[config.mk]
export PLATFORM = sky130hd
export DESIGN_NAME = field_serdes_tagged
export DESIGN_NICKNAME = d
export VERILOG_FILES = /design/src/rtl/field_serdes_tagged.sv
export SDC_FILE = /design/constraint.sdc
export NUM_CORES = 1
export LEC_CHECK = 0
export ABC_AREA = 1
export ABC_CLOCK_PERIOD_IN_PS = 1120
export CORE_MARGIN = 1.5
export CORE_UTILIZATION = 25
export CTS_CLUSTER_SIZE = 8
export DETAILED_ROUTE_END_ITERATION = 7
export MAX_ROUTING_LAYER = met4
export PLACE_DENSITY_LB_ADDON = 0.08
export SLEW_MARGIN = 15
export SYNTH_ARGS = -nofsm -noshare
export SYNTH_HDL_FRONTEND = slang
export SYNTH_SLANG_ARGS = --single-unit
[constraint.sdc]
create_clock -name clk -period 1.12 [get_ports clk]
set_input_delay 0.112 -clock clk [delete_from_list [all_inputs] [get_ports clk]]
set_output_delay 0.112 -clock clk [all_outputs]
set_load 0.05 [all_outputs]
[src/rtl/field_serdes_tagged.sv]
// Splits a WORD_W-bit word into NUM_FIELDS fields streamed LSB-field first, then
// publishes the fields re-packed field-0-first with TAG_VAL appended as the LSB.
module field_serdes_tagged #(
    parameter int   FIELD_W    = 2,
    parameter int   NUM_FIELDS = 4,
    parameter logic TAG_VAL    = 1'b1,
    localparam int  WORD_W     = FIELD_W * NUM_FIELDS,
    localparam int  IDX_W      = $clog2(NUM_FIELDS)
) (
    input  logic              clk,
    input  logic              rst_n,
    input  logic              in_valid,
    output logic              in_ready,
    input  logic [WORD_W-1:0] in_data,
    output logic              out_valid,
    input  logic              out_ready,
    output logic [FIELD_W-1:0] out_field,
    output logic [IDX_W-1:0]  out_idx,
    output logic              out_last,
    output logic [WORD_W:0]   number,
    output logic              number_valid
);

    typedef enum logic {IDLE, SEND} state_t;

    localparam logic [IDX_W-1:0] LAST_IDX = IDX_W'(NUM_FIELDS - 1);

    state_t                     state;
    logic [WORD_W-1:0]          shift_reg;
    logic [WORD_W-FIELD_W-1:0]  acc;
    logic [IDX_W-1:0]           idx;
    logic [WORD_W-1:0]          shift_next;
    logic [WORD_W-1:0]          acc_next;

    // The shift register drains to zero by the end of a word, so out_field reads 0 in IDLE.
    assign out_field  = shift_reg[FIELD_W-1:0];
    assign out_idx    = idx;
    assign shift_next = shift_reg >> FIELD_W;
    assign acc_next   = {acc, shift_reg[FIELD_W-1:0]};

    always_ff @(posedge clk or negedge rst_n) begin
        if (!rst_n) begin
            state        <= IDLE;
            shift_reg    <= '0;
            acc          <= '0;
            idx          <= '0;
            in_ready     <= 1'b1;
            out_valid    <= 1'b0;
            out_last     <= 1'b0;
            number       <= '0;
            number_valid <= 1'b0;
        end else begin
            number_valid <= 1'b0;
            case (state)
                IDLE: begin
                    if (in_valid && in_ready) begin
                        shift_reg <= in_data;
                        acc       <= '0;
                        idx       <= '0;
                        out_last  <= (LAST_IDX == '0);
                        out_valid <= 1'b1;
                        in_ready  <= 1'b0;
                        state     <= SEND;
                    end
                end
                SEND: begin
                    if (out_valid && out_ready) begin
                        shift_reg <= shift_next;
                        acc       <= acc_next[WORD_W-FIELD_W-1:0];
                        if (out_last) begin
                            // Final field: publish and reopen the input in the same cycle.
                            number       <= {acc_next, TAG_VAL};
                            number_valid <= 1'b1;
                            idx          <= '0;
                            out_last     <= 1'b0;
                            out_valid    <= 1'b0;
                            in_ready     <= 1'b1;
                            state        <= IDLE;
                        end else begin
                            idx      <= idx + 1'b1;
                            out_last <= ((idx + 1'b1) == LAST_IDX);
                        end
                    end
                end
                default: state <= IDLE;
            endcase
        end
    end

endmodule

Word level (Yosys, flattened, before mapping)
Index checks and enable logic that the tools add are counted.
W data, S select, Z words.
{"block": "op_classes", "n_addsub": 1, "n_eq_ne": 4, "muxes": 28, "bitwise_logic": 1, "n_reduce_logical": 5}
{"op": "$mux W8", "count": 2}
{"op": "$pmux W8 S2", "count": 1}
{"op": "$mux W1", "count": 14}
{"op": "$mux W6", "count": 2}
{"op": "$pmux W6 S2", "count": 1}
{"op": "$pmux W1 S2", "count": 4}
{"op": "$mux W2", "count": 3}
{"op": "$reduce_and A3 Y1", "count": 2}
{"op": "$ne A2 B2 Y1 const B", "count": 2}
{"op": "$pmux W2 S2", "count": 1}
{"op": "$add A2 B1 Y2 const B", "count": 1}
{"op": "$eq A2 B2 Y1 const B", "count": 1}
{"op": "$logic_and A1 B1 Y1", "count": 2}
{"op": "$ne A2 B1 Y1 const B", "count": 1}
{"op": "$reduce_and A2 Y1", "count": 1}
{"op": "$not A1 Y1", "count": 1}
{"block": "word_totals", "ff_bits": 30, "in_bits": 12, "out_inout_bits": 17, "word_cells": 48}

Longest topological paths before layout
Gate-level depths: netlist of the first run.
{"block": "logic_depth", "depth_word": 5, "depth_mapped": 7}

Worst setup path after synthesis of the first run
OpenSTA, ideal clock, no wires.
{"block": "synth_path", "path_kind": "reg2reg", "startpoint": "register out_valid", "endpoint": "register out_valid", "setup_time_ns": 0.123, "arrival_time_ns": 1.195, "required_time_ns": 0.997, "path_slack_ns": -0.198, "path_stages_with_launch": 5, "path_buffers": 1, "synth_period_minus_slack_ns": 1.318, "path_cell_list": "dfrtp_1 > nand2_1 > clkbuf_2 > o21ai_1 > nand2_1"}
{"block": "synth_via", "elab_chain_cells": 3}
{"element": "start: declaration", "line": "15", "rtl": "output logic out_valid,"}
{"element": "start signal: assignment", "line": "48", "rtl": "out_valid <= 1'b0;"}
{"element": "start signal: assignment", "line": "61", "rtl": "out_valid <= 1'b1;"}
{"element": "start signal: assignment", "line": "76", "rtl": "out_valid <= 1'b0;"}
{"element": "$logic_and A1 B1 Y1", "line": "67", "rtl": "if (out_valid && out_ready) begin"}
{"element": "$ne A2 B1 Y1 (no source line)"}
{"element": "$reduce_and A3 Y1 (no source line)"}
No other way between the ends.
A chain may end at the register's enable or synchronous reset.

Worst setup path in the final report of the first run
{"block": "layout_path", "startpoint": "register in_ready", "endpoint": "output in_ready"}
{"element": "start: declaration", "line": "13", "rtl": "output logic in_ready,"}
{"element": "start signal: assignment", "line": "47", "rtl": "in_ready <= 1'b1;"}
{"element": "start signal: assignment", "line": "62", "rtl": "in_ready <= 1'b0;"}
{"element": "start signal: assignment", "line": "77", "rtl": "in_ready <= 1'b1;"}
No word-level cell between the ends.

==> impl.org, run 1 <==
** Outcome
- Status :: finished with violations
- Failing checks :: negative setup slack

** Detailed routing
- Post-DR vias/cell :: between 4 and 5
- Routed Wire Length :: ~3200 µm
- For this block, the via count after detailed routing is around 1,100.
- The first TritonRoute pass finished after 4 iterations.
- In this run, the number of DRC markers left after iteration 0 of detailed routing was 56.
- Number of nets with antenna violations after routing :: 0
- For this run, design rule violations remaining after detail routing come to 0.
- In the final routed layout, each cell accounts on average for around 12 µm.

** Synth
- Synthesis instantiated 22 different standard cells from the library.
- In this run the cell area of the synthesized design comes to approximately 1400 µm².
- The top cell type by area accounts for 51.7% of the synthesized area.
- When the netlist entered floorplanning its net count stood at between 150 and 200.
- Most common flop cell mapped by yosys :: dfrtp_1
- Top cells by area, synth :: dfrtp_1 (52%), nand2_1 (18%), nand3_2 (7.9%), nand3_1 (3.9%), o21ai_1 (3.2%)
- Count of flip-flops with a built-in enable after synthesis :: 0
- Number of standard cells after synthesis :: ~150
- Register area share after synthesis :: 53.6%
- Of all cell types, the one taking the most synthesized area is dfrtp_1.
- After synthesis the netlist holds a flip-flop and latch count of 30.
- Most numerous cell types in the synthesized netlist :: nand2_1 (68), dfrtp_1 (29), nand3_1 (11), nand3_2 (11), o21ai_1 (9)
- nand2_1 is the most common cell in the netlist.
- Count of yosys warnings during synthesis :: 0
- Fraction of synthesis flops using an asynchronous set or reset pin :: 100%
- Syn avg cell area :: around 9.1 µm²

** STA
- Post-layout minimum cycle time :: 1160 ps
- Count of endpoints failing hold in the final timing report :: 0
- Share of the cycle needed by the critical path after routing :: 104%
- Pin slew with the least headroom to its limit :: between 200 and 250 ps
- Setup violations remaining at the end of the flow were counted as 1.
- After layout, the worst setup slack is -41.0 ps.
- Setup repair after global routing could not meet its margin everywhere.
- The total count of max-transition violations in the final report is 0.
- In this run the tightest slew margin relative to its limit is between 80% and 90%.
- Timing would allow up to ~860 MHz.
- Worst Hold Slack :: 200 ps
- The clock arrives with between 7 and 8 ps of skew.

** Clocking
- CTS Root Cell :: clkbuf_8
- TritonCTS clock tree :: done
- H-tree depth reported by CTS :: 2
- The number of clock buffers added by TritonCTS is 5.
- Source-to-sink clock delay at the later pin of the worst-skew pair :: roughly 280 ps
- The number of hold buffers added after CTS was 0.
- The clock passes through at most 2 buffers.
- Reg clk slew, reported paths :: 70 ps
- The tree built by TritonCTS fans out to 30 sinks.

** Global route
- Vias in the first global route :: approximately 1,200
- Antenna violations before repair :: 0
- The first global-routing pass estimated between 5000 and 6000 µm of wire.
- Entering global routing, the biggest net connects 31 pins.
- Total global-route track usage :: a little under an eighth
- Sum of overflow across all layers after global routing :: 0

** Placement
- Detailed placement finished with a half-perimeter wire length of ~2300 µm.
- Number of port buffers :: 28
- Routability-driven placement finished with a final weighted congestion of around 0.76.

** Power and ir drop
- Power Dens Cells :: between 1000 and 1500 nW/µm²
- Summing internal, switching and leakage power gives approximately 0.0022 W.
- In this run the static leakage power is 1.07 nW.
- Worst-case vdd ir drop :: just under 0.5 mV

** Critical path
- Critical path type :: register to output pin
- The worst register-to-register path has a setup slack of ~30 ps.
- For the worst setup path, the data required time is 1010 ps.
- Worst Reg2Reg Path Length in Cells :: 6
- Delay contributed by the slowest stage of the critical path :: 540 ps
- Worst path cell trace :: buf_6 -> buf_12
- Startpoint class of the critical path :: register
- CP max FO :: 2
- STA puts the critical path data arrival time at between 1000 and 1500 ps.
- For this design, the slowest cell found on the critical path is dfstp_2.
- Critical path capture point type :: output pin

** Cells and area
- 0 antenna diodes ended up in the layout.
- Area growth from synthesis to layout :: 53.8%
- The register with the most flip-flops in the layout has 9 of them.
- Fin nets :: between 200 and 250
- Fraction of final layout cells sized beyond drive strength 1 :: between 30% and 40%

** Die
- The die is 77.9 µm tall.
- The initialized floorplan defines 27 standard-cell rows.
- Measured along the x axis, the die boundary spans about 78 µm.
- For this configuration, the core starts out at a cell density of 25.6%.
- Area of the core region :: about 5500 µm²
- Area of the die :: just over 6000 µm²
- Number of I/O pins :: 29

** Min path
- The path class of the tightest hold or removal check is input pin to asynchronous set/reset pin.

** Job
- Across the run, the number of max-cap violations was 0.
-- metal layers --
metal | track usage [%] | wire length, µm
met5 | - | 0
met4 | 6.43 | 78
met3 | 2.94 | 165
met2 | 17.5 | 1380
met1 | 15.2 | 1530
-- per-stage QoR --
stage	cell area, µm²	TNS (ps)	setup WS (ps)	util, %	instances
finish	2160	-41.0	-41.0	39.4	267
global route	2160	-336	-73.4	39.4	267
CTS	2130	-52.6	-52.6	38.8	267
detailed placement	2000	-2970	-154	36.5	257
global placement	2000	-2580	-125	36.5	257
floorplan	1410	-1620	-99.5	-	154
-- report_power, final --
part | switching (W) | total, W | internal (W)
clock network | 0.000411 | 0.00106 | 0.000654
logic | 0.0000301 | 0.0000707 | 0.0000406
registers | 0 | 0.00108 | 0.00108
-- worst max-delay path, delay by kind of cell, from the launching register on --
kind | cells | cell delay [ps]
flops | 1 | 540
buf+inv | 2 | 230
-- kinds of logic after synthesis --
| kind of cell | Yosys count | share of synthesized area, % |
|---|---|---|
| AND/OR/NAND/NOR | 96 | 33.7 |
| adder cells (fa/ha/maj) | 1 | 0.892 |
| buffers and inverters | 16 | 7.85 |
| flip-flops | 30 | 53.6 |
| AO/OA/AOI/OAI | 11 | 3.92 |
-- cell type report --
class	count	area [µm²]
repair buffers	43	612
clock inverters	3	40.0
clock buffers	5	68.8
inverters	6	25.0
fillers	572	3320
well taps	72	90.1
flip-flops and latches	30	757
multi-input cells	108	564
-- what timing repair did --
action | in CTS | in global routing
buffers inserted | 2 | 0
cloned | 0 | 0
endpoints found under the setup margin | 7 | 18
resized for setup | 2 | 8
-- worst paths after layout --
kind | startpoint | end
max | in_ready | in_ready
min | rst_n | number[4]
max reg2reg | state | shift_reg[4]
min reg2reg | shift_reg[3] | shift_reg[3]
max in group asynchronous | rst_n | in_ready
min in group clk | in_data[7] | shift_reg[7]
-- layout by cell type, fill, tap and decap left out --
master / count
nand2_2: 2
bufinv_16: 1
nand3_4: 1
nand3_1: 11
buf_6: 3
or2_2: 1
nand2_1: 66
dfrtp_1: 25
inv_1: 3
clkbuf_8: 5
buf_4: 9
nand3_2: 11
buf_12: 20
o21ai_1: 10
inv_4: 1
ha_1: 1
dfstp_2: 1
inv_2: 2
nor3_1: 1
clkinv_2: 2
clkdlybuf4s50_1: 11
nor2_4: 1
dfrtp_2: 4
nand2_4: 1
nand2_8: 1
a21oi_1: 1
Power figures use the tool's default switching activity.
==> inputs of run 2 (changes only) <==
- ABC_AREA: 1 -> 0
- CORE_MARGIN: 1.5 -> 3
==> run 2 against run 1 <==
Against the previous run:
- the run still ends with negative setup slack left
- synthesized cell count shrank 16%
- die area grew 9.9%
- count of clock-buffer cells in the layout grew 2
- critical path type unchanged
- critical endpoint unchanged
- largest cell class unchanged
- highest routed layer unchanged
==> impl.org, run 2 <==
** Power and ir drop
- Post-layout power :: between 0.002 and 0.0025 W
- Worst-case vdd ir drop :: approximately 0.36 mV
- The analysis attributes to cell leakage a power of between 1 and 1.5 nW.
- In this run the power density over the cells is approximately 900 nW/µm².

** Cells and area
- Fin nets :: about 190
- Fraction of final layout cells sized beyond drive strength 1 :: between 40% and 50%
- Area growth from synthesis to layout :: 62.5%
- In the final layout, flip-flops and latches occupy between 700 and 800 µm².
- Number of inserted diodes :: 0
- The library cell used most frequently in the layout, excluding fill and tap cells, is dfrtp_1.
- Flip-flop count of the largest register, all copies and words added :: 9
- In the final layout, the multi-input gates occupy ~700 µm².
- The top cell types in the final layout, fill and taps aside, are dfrtp_1 (25), buf_12 (21), nand3_1 (19).
- The filler cells instantiated in the layout total just over 500.

** Placement
- Prior to clock tree synthesis, the placed netlist has a worst setup slack of -320 ps.
- Buffers placed on the I/O ports in this run total 28.
- Hpwl dp :: about 2300 µm
- The congestion estimate from routability-driven global placement came to between 0.7 and 0.8.

** Critical path
- STA classifies the critical path startpoint as a register.
- Along the worst path, the maximum fanout reaches 7.
- Critical path capture point type :: output pin
- Setup slack on the worst flop-to-flop path :: -120 ps
- For the worst setup path, the data arrival time is between 1000 and 1500 ps.
- Data on the critical path is required at its endpoint by approximately 1000 ps.
- Critical path type :: register to output pin

** Clocking
- CTS max path bufs :: 2
- Clock tree synthesis selected as its root buffer the cell clkbuf_8.
- Buffers inserted to repair hold after CTS numbered 0.
- Reg clk slew, reported paths :: ~60 ps
- The H-tree generated during clock tree synthesis spans 2 levels.
- TritonCTS clock tree :: done
- Clock sinks :: 30
- The clock reaches the later pin of the worst-skew pair after ~280 ps.
- TritonCTS created 5 clock buffers.

** Detailed routing
- First-iteration detailed-routing DRC count :: 80
- The detailed router placed 1,139 vias in this run.
- Number of optimization iterations in the first detailed-route pass :: 4
- Uppermost layer routed :: met4
- Met2 WL post-DR :: 1740 µm
- Met1 Wirelength :: approximately 1500 µm
- Number of nets with antenna violations after routing :: 0
- After detailed routing, the number of vias per cell comes to 4.61.
- Average wire per cell in the routed design :: approximately 14 µm
- In the detailed route, the total length drawn on met3 is between 150 and 200 µm.
- For this block, the routed nets add up to around 3500 µm of wire.
- Final routed DRC violation total :: 0

** STA
- Clock skew on the completed layout was measured at roughly 4.2 ps.
- Dividing the final minimum period by the clock period gives 113%.
- Final setup violation count :: 21
- Number of pins with negative max-slew slack in the final report :: 0
- Count of endpoints failing hold in the final timing report :: 0
- Once routing completed, OpenROAD measured the worst setup slack at -149 ps.
- Post-layout minimum cycle time :: between 1000 and 1500 ps
- For the pin with the worst max-slew slack, the measured transition is 276 ps.
- Setup repair after global routing could not meet its margin everywhere.
- Based on the critical path, the design can be clocked at up to ~790 MHz.
- Measured against its own limit, the worst slew margin works out to between 80% and 90%.
- Final setup TNS :: -1660 ps

** Synth
- Leading cell type by number of instances after synthesis :: dfrtp_1
- For this run, the leading register cell type out of synthesis is dfrtp_1.
- Yosys mapped the design onto 25 distinct sky130hd cell types.
- During synthesis, Yosys emitted a total of 0 warnings.
- Most numerous cell types in the synthesized netlist :: dfrtp_1 (29), nand3_1 (20), nand2_1 (11)
- Synthesis inferred 30 register bits.
- Fraction of synthesis flops using an asynchronous set or reset pin :: between 90% and 100%
- Count of flip-flops with a built-in enable after synthesis :: 0
- Post-synth top area cell :: dfrtp_1
- Sorting the synthesized cells by area gives the leading types as dfrtp_1 (51%), nand3_1 (7.0%), mux2i_1 (5.6%), mux2_4 (5.2%), nand3b_1 (4.7%).
- The number of nets in the synthesized netlist is between 100 and 150.
- Counting every instance in the synthesized netlist gives between 100 and 150.
- Summing every instance area after synthesis gives about 1400 µm².
- Syn avg cell area :: between 10 and 15 µm²
- Register area share after synthesis :: between 50 and 60%
- The top cell type by area accounts for about half of the synthesized area.

** Min path
- Min-Delay Path Class :: input pin to asynchronous set/reset pin

** Die
- Floorplan die width :: about 80 µm
- In this run the core area contains 26 standard-cell rows.
- Floorplan die height :: ~82 µm
- 29 I/O pins were placed.
- Initial cell density of the core :: between 20% and 30%
- Area of the die :: about 6700 µm²
- The core region is roughly 5300 µm².

** Outcome
- Failing checks :: negative setup slack
- Status :: finished with violations

** Global route
- Total global-route track usage :: 12.1%
- Largest net degree at the start of global routing :: 31
- The first global-routing pass estimated a little under 6000 µm of wire.
- After global routing the overflow that remains totals 0.
- Vias in the first global route :: around 1,100
- The number of antenna violations at the first check in global routing came to 0.

** Job
- Max-cap violations :: 0
-- run 2: cell count changes in the layout (fill, tap and decap cells not counted), moves of 3 or more --
cell      change
a211oi_2      +6
a21oi_1       +5
and3_1        +6
buf_6         +3
mux2_4        +6
mux2i_1       +8
nand2_1      -56
nand3_1       +8
nand3_2      -10
nand3b_1      +9
o21ai_1       -8
-- run 2: cell families (layout without fill, tap and decap cells) --
logic type | count (synthesis) | after routing | synth area share, %
buffers and inverters | 12 | 57 | 4.81
and+or+nand+nor | 54 | 56 | 21.4
muxes | 16 | 16 | 13.2
DFF | 30 | 30 | 52.5
adders and majority gates | 1 | 1 | 0.874
AOI/OAI and AO/OA | 17 | 17 | 7.17
-- run 2: final cells by class --
| cell class | count | area share (%) |
|---|---|---|
| clock inverter | 1 | 0.215 |
| inverter | 2 | 0.323 |
| multi-input combinational | 90 | 30.7 |
| sequential | 30 | 32.7 |
| tap | 70 | 3.77 |
| clock buffer | 7 | 3.71 |
| timing repair buffer | 47 | 28.6 |
-- run 2: stage by stage --
stage,cell area (µm²),instances,hold slack (ps),util [%]
after floorplan,1490,130,-184,-
after global placement,2110,232,502,39.5
after detailed placement,2110,232,502,39.5
after CTS,2260,244,206,42.3
after global routing,2330,247,211,43.6
final,2330,247,202,43.6
-- run 2: final timing paths --
path                            startpoint            to  cells after the start
worst max-delay path              in_ready      in_ready                      2
worst min-delay path                 rst_n     number[2]                      2
worst max register to register    in_ready        acc[1]                      5
worst min register to register   number[0]     number[0]                      1
max in group asynchronous            rst_n      in_ready                      2
min in group clk                in_data[6]  shift_reg[6]                      3
-- run 2: critical path: stages, from the launching register on --
cell and delay, ps:
dfstp_4 630, buf_6 120, buf_12 130
-- run 2: layer usage --
metal  global-route usage (%)  up-vias
met5                        -        -
met1                     15.2      545
met4                     4.98        0
met2                     18.2       29
li1                         -      558
met3                     3.29        7
-- run 2: where the power goes --
part	total (W)	leakage, nW	internal, W	switching [W]
Clock	0.000884	0.0482	0.000495	0.000390
Sequential	0.00108	0.406	0.00108	0
Combinational	0.0000809	0.670	0.0000439	0.0000370
-- run 2: repair_timing --
| item | 4_1_cts | 5_1_grt |
|---|---|---|
| resized for setup | 8 | 7 |
| pin swaps | 1 | 6 |
| buffers inserted | 3 | 2 |
| cloned | 1 | 1 |
| endpoints found under the setup margin | 22 | 30 |
